==> src/rtl/rf_access_ctrl.sv <==
// Initiator side of the single-port register file: buffers writebacks in a FIFO,
// arbitrates the shared port between operand reads and writes, and forwards pending results.
module rf_access_ctrl #(
    parameter int unsigned DATA_W   = 32,
    parameter int unsigned ADDR_W   = 5,
    parameter int unsigned WB_DEPTH = 4
) (
    input  logic                        clk,
    input  logic                        rst_n,
    input  logic                        rd_valid,
    output logic                        rd_ready,
    input  logic [ADDR_W-1:0]           rd_left_addr,
    input  logic [ADDR_W-1:0]           rd_right_addr,
    output logic                        rsp_valid,
    output logic [DATA_W-1:0]           rsp_left,
    output logic [DATA_W-1:0]           rsp_right,
    input  logic                        wb_valid,
    output logic                        wb_ready,
    input  logic [ADDR_W-1:0]           wb_addr,
    input  logic [DATA_W-1:0]           wb_data,
    input  logic                        drain,
    output logic                        rf_we,
    output logic [ADDR_W-1:0]           rf_left_addr,
    output logic [ADDR_W-1:0]           rf_right_addr,
    output logic [ADDR_W-1:0]           rf_dest_addr,
    output logic [DATA_W-1:0]           rf_result,
    input  logic [DATA_W-1:0]           rf_left_out,
    input  logic [DATA_W-1:0]           rf_right_out,
    output logic [$clog2(WB_DEPTH):0]   pending,
    output logic                        idle
);

    localparam int unsigned PTR_W = $clog2(WB_DEPTH);
    localparam int unsigned CNT_W = PTR_W + 1;

    typedef enum logic [1:0] {
        OP_NONE  = 2'd0,
        OP_READ  = 2'd1,
        OP_WRITE = 2'd2
    } op_e;

    logic [ADDR_W-1:0] fifo_addr [WB_DEPTH];
    logic [DATA_W-1:0] fifo_data [WB_DEPTH];
    logic [PTR_W-1:0]  wr_ptr;
    logic [PTR_W-1:0]  rd_ptr;
    logic [CNT_W-1:0]  count;

    logic              full;
    logic              empty;
    op_e               op;
    logic              push;
    logic              pop;
    logic              rd_accept;

    logic              rsp_valid_q;
    logic              fwd_left_hit_q;
    logic              fwd_right_hit_q;
    logic [DATA_W-1:0] fwd_left_q;
    logic [DATA_W-1:0] fwd_right_q;

    logic              fwd_left_hit;
    logic              fwd_right_hit;
    logic [DATA_W-1:0] fwd_left_data;
    logic [DATA_W-1:0] fwd_right_data;
    logic [PTR_W-1:0]  fwd_idx;

    assign full  = (count == CNT_W'(WB_DEPTH));
    assign empty = (count == CNT_W'(0));

    // Port arbitration; a drain with nothing buffered leaves the port quiet.
    always_comb begin
        op = OP_NONE;
        if (!rst_n) begin
            op = OP_NONE;
        end else if ((full || drain) && !empty) begin
            op = OP_WRITE;
        end else if (rd_valid && !drain) begin
            op = OP_READ;
        end else if (!empty) begin
            op = OP_WRITE;
        end
    end

    assign rd_ready  = !rst_n || (!full && !drain);
    assign wb_ready  = !rst_n || !full || (op == OP_WRITE);
    assign rd_accept = rst_n && rd_valid && rd_ready;
    assign push      = rst_n && wb_valid && wb_ready;
    assign pop       = (op == OP_WRITE);

    // Scan oldest to youngest so the youngest matching entry is the one kept.
    always_comb begin
        fwd_left_hit   = 1'b0;
        fwd_right_hit  = 1'b0;
        fwd_left_data  = '0;
        fwd_right_data = '0;
        fwd_idx        = rd_ptr;
        for (int unsigned k = 0; k < WB_DEPTH; k++) begin
            fwd_idx = rd_ptr + PTR_W'(k);
            if (CNT_W'(k) < count) begin
                if (fifo_addr[fwd_idx] == rd_left_addr) begin
                    fwd_left_hit  = 1'b1;
                    fwd_left_data = fifo_data[fwd_idx];
                end
                if (fifo_addr[fwd_idx] == rd_right_addr) begin
                    fwd_right_hit  = 1'b1;
                    fwd_right_data = fifo_data[fwd_idx];
                end
            end
        end
    end

    always_ff @(posedge clk) begin
        if (!rst_n) begin
            wr_ptr          <= '0;
            rd_ptr          <= '0;
            count           <= '0;
            rsp_valid_q     <= 1'b0;
            fwd_left_hit_q  <= 1'b0;
            fwd_right_hit_q <= 1'b0;
            fwd_left_q      <= '0;
            fwd_right_q     <= '0;
        end else begin
            if (push) begin
                wr_ptr <= wr_ptr + PTR_W'(1);
            end
            if (pop) begin
                rd_ptr <= rd_ptr + PTR_W'(1);
            end
            count       <= count + CNT_W'(push) - CNT_W'(pop);
            rsp_valid_q <= rd_accept;
            if (rd_accept) begin
                fwd_left_hit_q  <= fwd_left_hit;
                fwd_right_hit_q <= fwd_right_hit;
                fwd_left_q      <= fwd_left_data;
                fwd_right_q     <= fwd_right_data;
            end
        end
    end

    // Entry storage needs no reset: occupancy alone decides which entries are live.
    always_ff @(posedge clk) begin
        if (push) begin
            fifo_addr[wr_ptr] <= wb_addr;
            fifo_data[wr_ptr] <= wb_data;
        end
    end

    assign rf_we         = (op == OP_WRITE);
    assign rf_left_addr  = rd_left_addr;
    assign rf_right_addr = rd_right_addr;
    assign rf_dest_addr  = empty ? '0 : fifo_addr[rd_ptr];
    assign rf_result     = empty ? '0 : fifo_data[rd_ptr];

    assign rsp_valid = rsp_valid_q;
    assign rsp_left  = !rsp_valid_q ? '0 : (fwd_left_hit_q  ? fwd_left_q  : rf_left_out);
    assign rsp_right = !rsp_valid_q ? '0 : (fwd_right_hit_q ? fwd_right_q : rf_right_out);

    assign pending = count;
    assign idle    = !rst_n || (empty && !rsp_valid_q);

endmodule

==> config.mk <==
export PLATFORM = sky130hd
export DESIGN_NAME = rf_access_ctrl
export DESIGN_NICKNAME = d
export VERILOG_FILES = /design/src/rtl/rf_access_ctrl.sv
export SDC_FILE = /design/constraint.sdc
export NUM_CORES = 1
export LEC_CHECK = 0
export CAP_MARGIN = 20
export CORE_AREA = 2 2 181 165
export DETAILED_ROUTE_END_ITERATION = 8
export DIE_AREA = 0 0 183 167
export GPL_TIMING_DRIVEN = 0
export PLACE_DENSITY = 0.75
export SLEW_MARGIN = 10
export SYNTH_ARGS = -nofsm -noshare
export SYNTH_HDL_FRONTEND = slang
export SYNTH_SLANG_ARGS = --single-unit
==> constraint.sdc <==
create_clock -name clk -period 5.1 [get_ports clk]
set_clock_uncertainty 0.15 [all_clocks]
set_input_delay 0.51 -clock clk [delete_from_list [all_inputs] [get_ports clk]]
set_output_delay 0.51 -clock clk [all_outputs]
set_load 0.02 [all_outputs]
=== Word level (Yosys, flattened, before mapping) ===
Memories as Yosys holds them, arrays and structs flattened. A register that Yosys moved wholly into a read port is not among the register bits.
Cells that the tools add are included.

* Flip-flop bits (word level): 74
* RAM bits: 148
* Input bits: 116
* Output and inout bits: 119
* Logic and storage cells: 97
* Memories kept: 2

{| class="wikitable"
|+ Memories
! name !! depth !! width !! rd ports !! clocked after Yosys merged registers in !! write ports !! line !! text
|-
| fifo_data || 4 || 32 || 4 || 1 || 1 || 43 || <nowiki>logic [DATA_W-1:0] fifo_data [WB_DEPTH];</nowiki>
|-
| fifo_addr || 4 || 5 || 4 || 1 || 1 || 42 || <nowiki>logic [ADDR_W-1:0] fifo_addr [WB_DEPTH];</nowiki>
|}

* $add $sub $neg: 6
* Magnitude comparators: 4
* Eq/ne operators: 10
* Muxes and demuxes: 48
* Reductions and logical operators: 19

{| class="wikitable"
|+ Operators by type and width
! operator !! number
|-
| 32-bit two-way mux || 21
|-
| 5-bit == test || 8
|-
| 1-bit two-way mux || 18
|-
| 2-bit two-way mux || 8
|-
| 1-bit logical AND || 8
|-
| 1-bit by 3-bit less-than comparator with 1-bit output, first input constant || 2
|-
| 2-bit by 3-bit less-than comparator with 1-bit output, first input constant || 2
|-
| 1-bit zero test || 5
|-
| 1-bit logical OR || 5
|-
| 5-bit two-way mux || 1
|-
| 2-bit by 1-bit adder with 2-bit output, second input constant || 2
|-
| 2-bit adder, second input constant || 2
|-
| 3-bit by 1-bit adder with 3-bit output || 1
|-
| 3-bit == test, second input constant || 1
|-
| 3-bit zero test || 1
|-
| 3-bit by 1-bit subtractor with 3-bit output || 1
|-
| 2-bit == test, second input constant || 1
|}

=== Longest topological paths before layout ===
Gate-level depths: netlist of the first run.

* Depth after elaboration: 10
* Depth in mapped cells: 11
* Gate-level depth less buffers: 9

=== Least setup slack after synthesis of the first run ===
Ideal clock, no wire load.

* Path type: flip-flop to flip-flop
* Start point: register rd_ptr[1]
* End point: register fwd_right_q[28]
* Setup time: 0.133 ns
* Data arrival time: 2.329 ns
* Data required time: 4.817 ns
* Setup slack: 2.489 ns
* Cell stages (with the launch flop): 10
* Path buffers: 4
* Period minus slack after synthesis: 2.611 ns
* Path through: dfxtp_1 -> buf_2 -> buf_4 -> buf_2 -> buf_4 -> mux4_2 -> and2_1 -> a221oi_1 -> a2bb2oi_1 -> a21oi_1

* Longest elaborated chain between the ends: 9
* Elaborated cells on any way between the ends: 14
* Classes of those cells: add/sub (3); eq/ne (3); mux (6); memory (2)

{| class="wikitable"
|+ Ends and longest elaborated chain
! item !! line !! text
|-
| from (decl) || 45 || <nowiki>logic [PTR_W-1:0] rd_ptr;</nowiki>
|-
| from (signal assigned) || 127 || <nowiki>rd_ptr <= rd_ptr + PTR_W'(1);</nowiki>
|-
| 2-bit by 1-bit adder with 2-bit output || 98 || <nowiki>fwd_idx = rd_ptr + PTR_W'(k);</nowiki>
|-
| memory read 4 x 5 bit || -- ||
|-
| 5-bit == test || 104 || <nowiki>if (fifo_addr[fwd_idx] == rd_right_addr) begin</nowiki>
|-
| 32-bit two-way mux || 104 ||
|-
| 32-bit two-way mux || 99 || <nowiki>if (CNT_W'(k) < count) begin</nowiki>
|-
| 32-bit two-way mux || 104 ||
|-
| 32-bit two-way mux || 99 ||
|-
| 32-bit two-way mux || 104 ||
|-
| 32-bit two-way mux * || 99 ||
|-
| to (signal assigned) || 135 || <nowiki>fwd_right_q <= fwd_right_data;</nowiki>
|-
| to (decl) || 59 || <nowiki>logic [DATA_W-1:0] fwd_right_q;</nowiki>
|}

Mark *: on every way between the ends. The rest lies on a longest branch, timed or not.
A chain may end at the register's enable or synchronous reset.

==> impl_metrics.tcl, run 1 <==
set metrics [dict create \
    status "finished, final reports clean" \
    worstPathCellList "buf_2, buf_1, mux2_2, o21ai_0, a21oi_1, clkdlybuf4s50_1" \
    wl_um 48500 \
    dieArea_um2 30600 \
    die_width_um 183 \
    syn_nets 1304 \
    place_hpwl_um 37100 \
    critPathLaunchType "flop" \
    muxShareOfSynthArea 0.258 \
    synth_area_um2 14100 \
    clock_latency_ns 0.53 \
    slowest_delay_ns 0.69 \
    cellPowerDensity_nw_per_um2 405 \
    p_leak_uw 0.00570 \
    arrival_ns 3.67 \
    clk_root_buffer_cell "clkbuf_16" \
    synth_compound_area_frac 0.141 \
    grt_max_degree 29 \
    crit_family "buffers and inverters" \
    rsz0062_at_grt "no" \
    crit_buf_inv 3 \
    fin_nets 1562 \
    setup_viol 0 \
    synth_area_leaders "edfxtp_1 31%, mux4_2 19%, dfxtp_1 11%, mux2i_1 5.9%, a221oi_1 3.0%" \
    synth_xor_area_frac 0.0266 \
    num_io_pins 235 \
    gp_congestion 0.999 \
    synth_top_family_by_area "multiplexers" \
    async_reset_ff_frac 0 \
    cts_max_level 1 \
    drv_cap 0 \
    vias 11800 \
    min_period_over_period 0.849 \
    detail_route.wl_per_cell_um 26.6 \
    yosysWarnings 0 \
    core_um2 28600 \
    layout-drive-gt1-share 0.160 \
    ys_ff_latch 224 \
    path_class "flop to output port" \
    cts_resized 0 \
    clk_pin_slew_ns 0.06 \
    worstPathRequired_ns 4.44 \
    ys.flop_type "edfxtp_1" \
    netlist-cell-type-count 46 \
    viasPerCell 6.50 \
    yosysTopAreaCellShare 0.314 \
    cts_setup_buffers 0 \
    tightestPinTransition_ns 1.03 \
    start_util 0.494 \
    clock_sinks 224 \
    cp_max_fo 10 \
    grt_pass1_vias 11300 \
    avgSynthCellArea_um2 12.0 \
    synth.largest_area_cell "edfxtp_1" \
    clockBufferDepth 3 \
    crit_path_end_kind "output port" \
    drc 0 \
    period_needed_ns 4.33 \
    hold_class "flop to flop" \
    drt-pass1-iter-count 7 \
    r2r_setup_slack_ns 1.54 \
    grt_overflow 0 \
    slew_viol_final 0 \
    ant_nets 0 \
    crit_slowest_cell "buf_1" \
    cts_made_buffers 24 \
    fin_cells 1821 \
    port_buffers 228 \
    synthAdderAreaFrac 0.00850 \
    synth_edf_count 148 \
    synth_cells 1179 \
    synthSimpleGateAreaFrac 0.0966 \
    final_hold_viol_count 0 \
    antenna_found_initial 1 \
    drtIter0Drc 1941 \
    dp_cells 1777 \
    cts_tree "built" \
    die_y_um 167 \
    ir_drop_mv 0.299 \
    fmax_ghz 0.231 \
    grt_first_pass_wirelength_um 70900 \
    syn_to_final_growth_pct 25.6 \
    grt_util_all_layers 0.312 \
    rows 59 \
    slew-limit-headroom 0.312 \
    n_fill_cell 2280 \
    finalSetupTns_ns 0 \
    holdBufCountCts 0 \
    yosysSeqAreaShare 0.422 \
]
## cell usage in the layout, fill, tap and decap left out, drive strengths merged, types with 2 or more instances in the layout
cell type / Yosys / layout
nand4: 4 / 4
clkinvlp: 0 / 3
a31oi: 16 / 16
edfxtp: 148 / 148
dfxtp: 76 / 76
bufinv: 0 / 3
mux2: 16 / 16
clkdlybuf4s50: 0 / 228
nand2b: 2 / 2
clkinv: 0 / 7
o21ai: 54 / 54
a21oi: 52 / 52
nand2: 28 / 28
clkbuf: 75 / 105
xnor2: 34 / 34
nor2: 81 / 81
o211ai: 15 / 15
nor2b: 67 / 67
inv: 9 / 9
and2: 60 / 60
ha: 8 / 8
and3: 4 / 4
or2: 3 / 3
o31ai: 32 / 32
a2bb2oi: 17 / 17
a221o: 15 / 15
mux2i: 83 / 83
nor3: 4 / 4
xor2: 9 / 9
nand3: 3 / 3
a221oi: 49 / 49
a22oi: 32 / 32
mux4: 117 / 117
buf: 57 / 61
## worst min-delay path: stages (launching register included)
cell and delay [ns]:
dfxtp_1 0.32, a22oi_1 0.08, o31ai_1 0.06
## cell families after synthesis
kind of cell,after synthesis
AO/OA/AOI/OAI,285
AND/OR/NAND/NOR,260
flip-flops,224
multiplexers,216
buffers and inverters,141
XOR/XNOR,43
adder cells (fa/ha/maj),9
other,1
## metrics by stage
step	power [uW]	utilization	worst slack, ns	hold WS [ns]	instance area, um2
after floorplan	4220	-	2.49	0.310	14100
after global placement	5350	0.589	1.24	0.328	16900
after detailed placement	5400	0.592	1.40	0.335	17000
after CTS	7140	0.620	0.794	0.349	17700
after global routing	7440	0.620	0.565	0.366	17700
final	7200	0.620	0.771	0.349	17800
## routing by layer
layer	wire [um]	vias up	global-route usage
met5	0	-	0
met4	1990	0	0.119
met3	6410	123	0.0914
met2	21300	907	0.466
met1	18800	5690	0.432
li1	-	5125	-
## final timing paths
kind | startpoint | to | cells past startpoint
setup / recovery | flop | rf_result[30] | 6
hold / removal | fwd_left_q[5]$_SDFFE_PN0P_ | fwd_left_q[5]$_SDFFE_PN0P_ | 2
setup reg to reg | rd_ptr[1]$_SDFFE_PN0N_ | fwd_right_q[17]$_SDFFE_PN0P_ | 10
hold reg to reg | fwd_left_q[5]$_SDFFE_PN0P_ | fwd_left_q[5]$_SDFFE_PN0P_ | 2
## cells in the mapped netlist, types with 15 or more instances
cell type,instances
a21oi_1,51
a221o_1,15
a221oi_1,49
a22oi_1,32
a2bb2oi_1,17
a31oi_1,16
and2_1,60
buf_2,25
buf_4,24
clkbuf_1,75
dfxtp_1,76
edfxtp_1,148
mux2_2,16
mux2i_1,83
mux4_2,117
nand2_1,28
nor2_1,81
nor2b_1,67
o211ai_1,15
o21ai_0,45
o31ai_1,32
xnor2_1,34
## cell type report
class | instances | area (um2) | area share
Multi-Input combinational cell | 814 | 7510 | 0.423
Sequential cell | 224 | 5970 | 0.336
Timing Repair Buffer | 232 | 2360 | 0.133
Clock buffer | 30 | 644 | 0.0363
Buffer | 132 | 632 | 0.0356
Tap cell | 366 | 458 | 0.0258
Clock inverter | 13 | 143 | 0.00803
Inverter | 9 | 33.8 | 0.00190
Antenna cell | 1 | 2.50 | 0.000141
## state kept, by name, indices dropped and copies added (netlist names), named ones only
signal           flops
fwd_right_q         32
fifo_addr           20
rsp_valid            1
fwd_right_hit_q      1
wr_ptr               2
fwd_left_q          32
fwd_left_hit_q       1
pending              3
fifo_data          128
rd_ptr               2
## power breakdown
part / internal (uW) / switching [uW]
Clock: 1040 / 710
Combinational: 1450 / 1890
Sequential: 2030 / 73.6
Total: 4520 / 2670
Note: power is estimated with default switching activity, not from simulation.
==> run 2, diff against run 1 <==
--- a/config.mk
+++ b/config.mk
@@ -6,11 +6,11 @@
 export NUM_CORES = 1
 export LEC_CHECK = 0
 export CAP_MARGIN = 20
-export CORE_AREA = 2 2 181 165
+export CORE_AREA = 2 2 183 167
 export DETAILED_ROUTE_END_ITERATION = 8
-export DIE_AREA = 0 0 183 167
+export DIE_AREA = 0 0 185 169
 export GPL_TIMING_DRIVEN = 0
-export PLACE_DENSITY = 0.75
+export PLACE_DENSITY = 0.76
 export SLEW_MARGIN = 10
 export SYNTH_ARGS = -nofsm -noshare
 export SYNTH_HDL_FRONTEND = slang
==> constraint.sdc (replaced) <==
create_clock -name clk -period 3.5 [get_ports clk]
set_clock_uncertainty 0.15 [all_clocks]
set_input_delay 0.35 -clock clk [delete_from_list [all_inputs] [get_ports clk]]
set_output_delay 0.35 -clock clk [all_outputs]
set_load 0.02 [all_outputs]
==> run 2 against run 1 <==
Against the previous run: worst setup slack worse by 0.72 ns; combinational power grew 48%; critical path depth down 1; final cell count up 2.0%; via count up 1.4%; clock-buffer cell count is the same; core utilization fell by 0.89 points; first-iteration DRC count shrank 15%; sequential power is 45% higher; sequential share of layout area is 0.42 points lower; die area increased by 2.3%; non-clock buffer count shrank 1.
==> impl_metrics.tcl, run 2 (synthesis results as in run 1) <==
set metrics [dict create \
    dieArea_um2 31300 \
    cellPowerDensity_nw_per_um2 600 \
    grt_overflow 0 \
    fin_cells 1857 \
    use_met3 0.0822 \
    grt_pass1_vias 11600 \
    layout-drive-gt1-share 0.184 \
    path_class "flop to output port" \
    grt_util_all_layers 0.316 \
    n_fill_cell 2375 \
    worstPathCellList "buf_2, buf_4, mux4_2, and2_1, clkdlybuf4s50_1" \
    reg2reg_depth 9 \
    setup_viol 0 \
    ir_drop_mv 0.632 \
    largest_reg_flops 128 \
    cts_tree "built" \
    arrival_ns 2.95 \
    stdcell_area_um2 18000 \
    critPathLaunchType "flop" \
    fmax_ghz 0.290 \
    syn_to_final_growth_pct 27.2 \
    crit_family "buffers and inverters" \
    gp_congestion 0.993 \
    busiest_layer "met2" \
    ant_nets 0 \
    place_hpwl_um 38100 \
    clk_pin_slew_ns 0.06 \
    insertedDiodeCount 0 \
    clock_sinks 224 \
    clk_root_buffer_cell "clkbuf_16" \
    fin_ws_ns 0.0484 \
    detail_route.wl_per_cell_um 27.2 \
    die_width_um 185 \
    min_period_over_period 0.986 \
    slew_viol_final 0 \
    cp_max_fo 10 \
    vias 12000 \
    drc 0 \
    fin_nets 1561 \
    grt_use_met1 0.438 \
    cts_made_buffers 24 \
    dpl_cell_area_um2 17000 \
    p_leak_uw 0.00581 \
    tightestPinTransition_ns 1.05 \
    dp_cells 1814 \
    worstHoldEndpoint "fifo_data[1][2]$_DFFE_PP_" \
    use_met2 0.489 \
    start_util 0.480 \
    period_needed_ns 3.45 \
    layout_common_cells "228 x clkdlybuf4s50_1, 148 x edfxtp_1, 117 x mux4_2, 83 x mux2i_1, 80 x nor2_1" \
    core_um2 29400 \
    slowest_delay_ns 0.61 \
    num_io_pins 235 \
    rows 60 \
    grt_max_degree 31 \
    largest_register "fifo_data" \
    grt_first_pass_wirelength_um 72900 \
    clockBufferDepth 3 \
    rsz0062_at_grt "no" \
    clock_latency_ns 0.53 \
    hold_path_startpoint "wb_data[2]" \
    worstPathRequired_ns 3.00 \
    crit_slowest_cell "mux4_2" \
    port_buffers 228 \
    place_ws_ns -0.0905 \
    cts_max_level 1 \
    r2r_setup_slack_ns 0.07 \
    finalPower_uw 10800 \
    crit_path_end_kind "output port" \
    status "finished, final reports clean" \
    crit_buf_inv 3 \
    final_hold_viol_count 0 \
    hold_class "primary input to flop" \
    timing.rr.end "fwd_right_q[19]$_SDFFE_PN0P_" \
    holdPathStages 1 \
    drt-pass1-iter-count 8 \
    drv_cap 0 \
    slew-limit-headroom 0.300 \
    drtIter0Drc 1649 \
    die_y_um 169 \
    largestRegisters "fifo_data: 128 flops, fwd_left_q: 32 flops, fwd_right_q: 32 flops" \
    antenna_found_initial 0 \
    viasPerCell 6.47 \
    wl_um 50500 \
    final_common_cell "clkdlybuf4s50_1" \
]
run 2: layout make-up:
class / count / area, um2 / area share
buffer: 131 / 668 / 0.0372
clock buffer: 30 / 708 / 0.0394
clock inverter: 14 / 154 / 0.00856
inverter: 9 / 33.8 / 0.00188
multi-input combinational: 814 / 7580 / 0.422
sequential: 224 / 5970 / 0.332
tap: 403 / 504 / 0.0280
timing repair buffer: 232 / 2360 / 0.131
run 2: timing repair:
item | CTS | global route
buffers inserted | 0 | 0
pin swaps | 0 | 0
gates resized for setup | 20 | 43
endpoints found under the setup margin | 53 | 63
gates cloned | 0 | 0
hold buffers | 0 | 0
run 2: routing by layer:
metal | vias to the layer above | wire length [um]
li1 | 5124 | -
met1 | 5879 | 19800
met2 | 899 | 22800
met3 | 110 | 6250
met4 | 2 | 1510
met5 | - | 21
run 2: power breakdown:
group	leakage (uW)	switching, uW	total, uW	internal [uW]
Sequential	0.00196	111	3070	2960
Combinational	0.00342	2810	4940	2130
Clock	0.000428	1100	2760	1660
run 2: through the flow:
stage	setup TNS, ns	hold WS [ns]	util
4_1_cts	0	0.301	0.608
3_3_place_gp	-27.06	0.327	0.575
5_1_grt	0	0.315	0.611
2_1_floorplan	0	0.299	-
3_5_place_dp	-0.0905	0.334	0.578
6_report	0	0.304	0.611
run 2: worst max-delay path by stage:
stage | startpoint | end | cells after the start
after floorplan | rd_ptr[1]$_SDFFE_PN0N_ | fwd_right_q[28]$_SDFFE_PN0P_ | 9
after global placement | rst_n | fifo_data[1][9]$_DFFE_PP_ | 3
after detailed placement | flop | rf_result[30] | 6
after CTS | rd_ptr[1]$_SDFFE_PN0N_ | fwd_right_q[19]$_SDFFE_PN0P_ | 9
after global routing | flop | rf_result[0] | 5
final | flop | rf_result[22] | 5
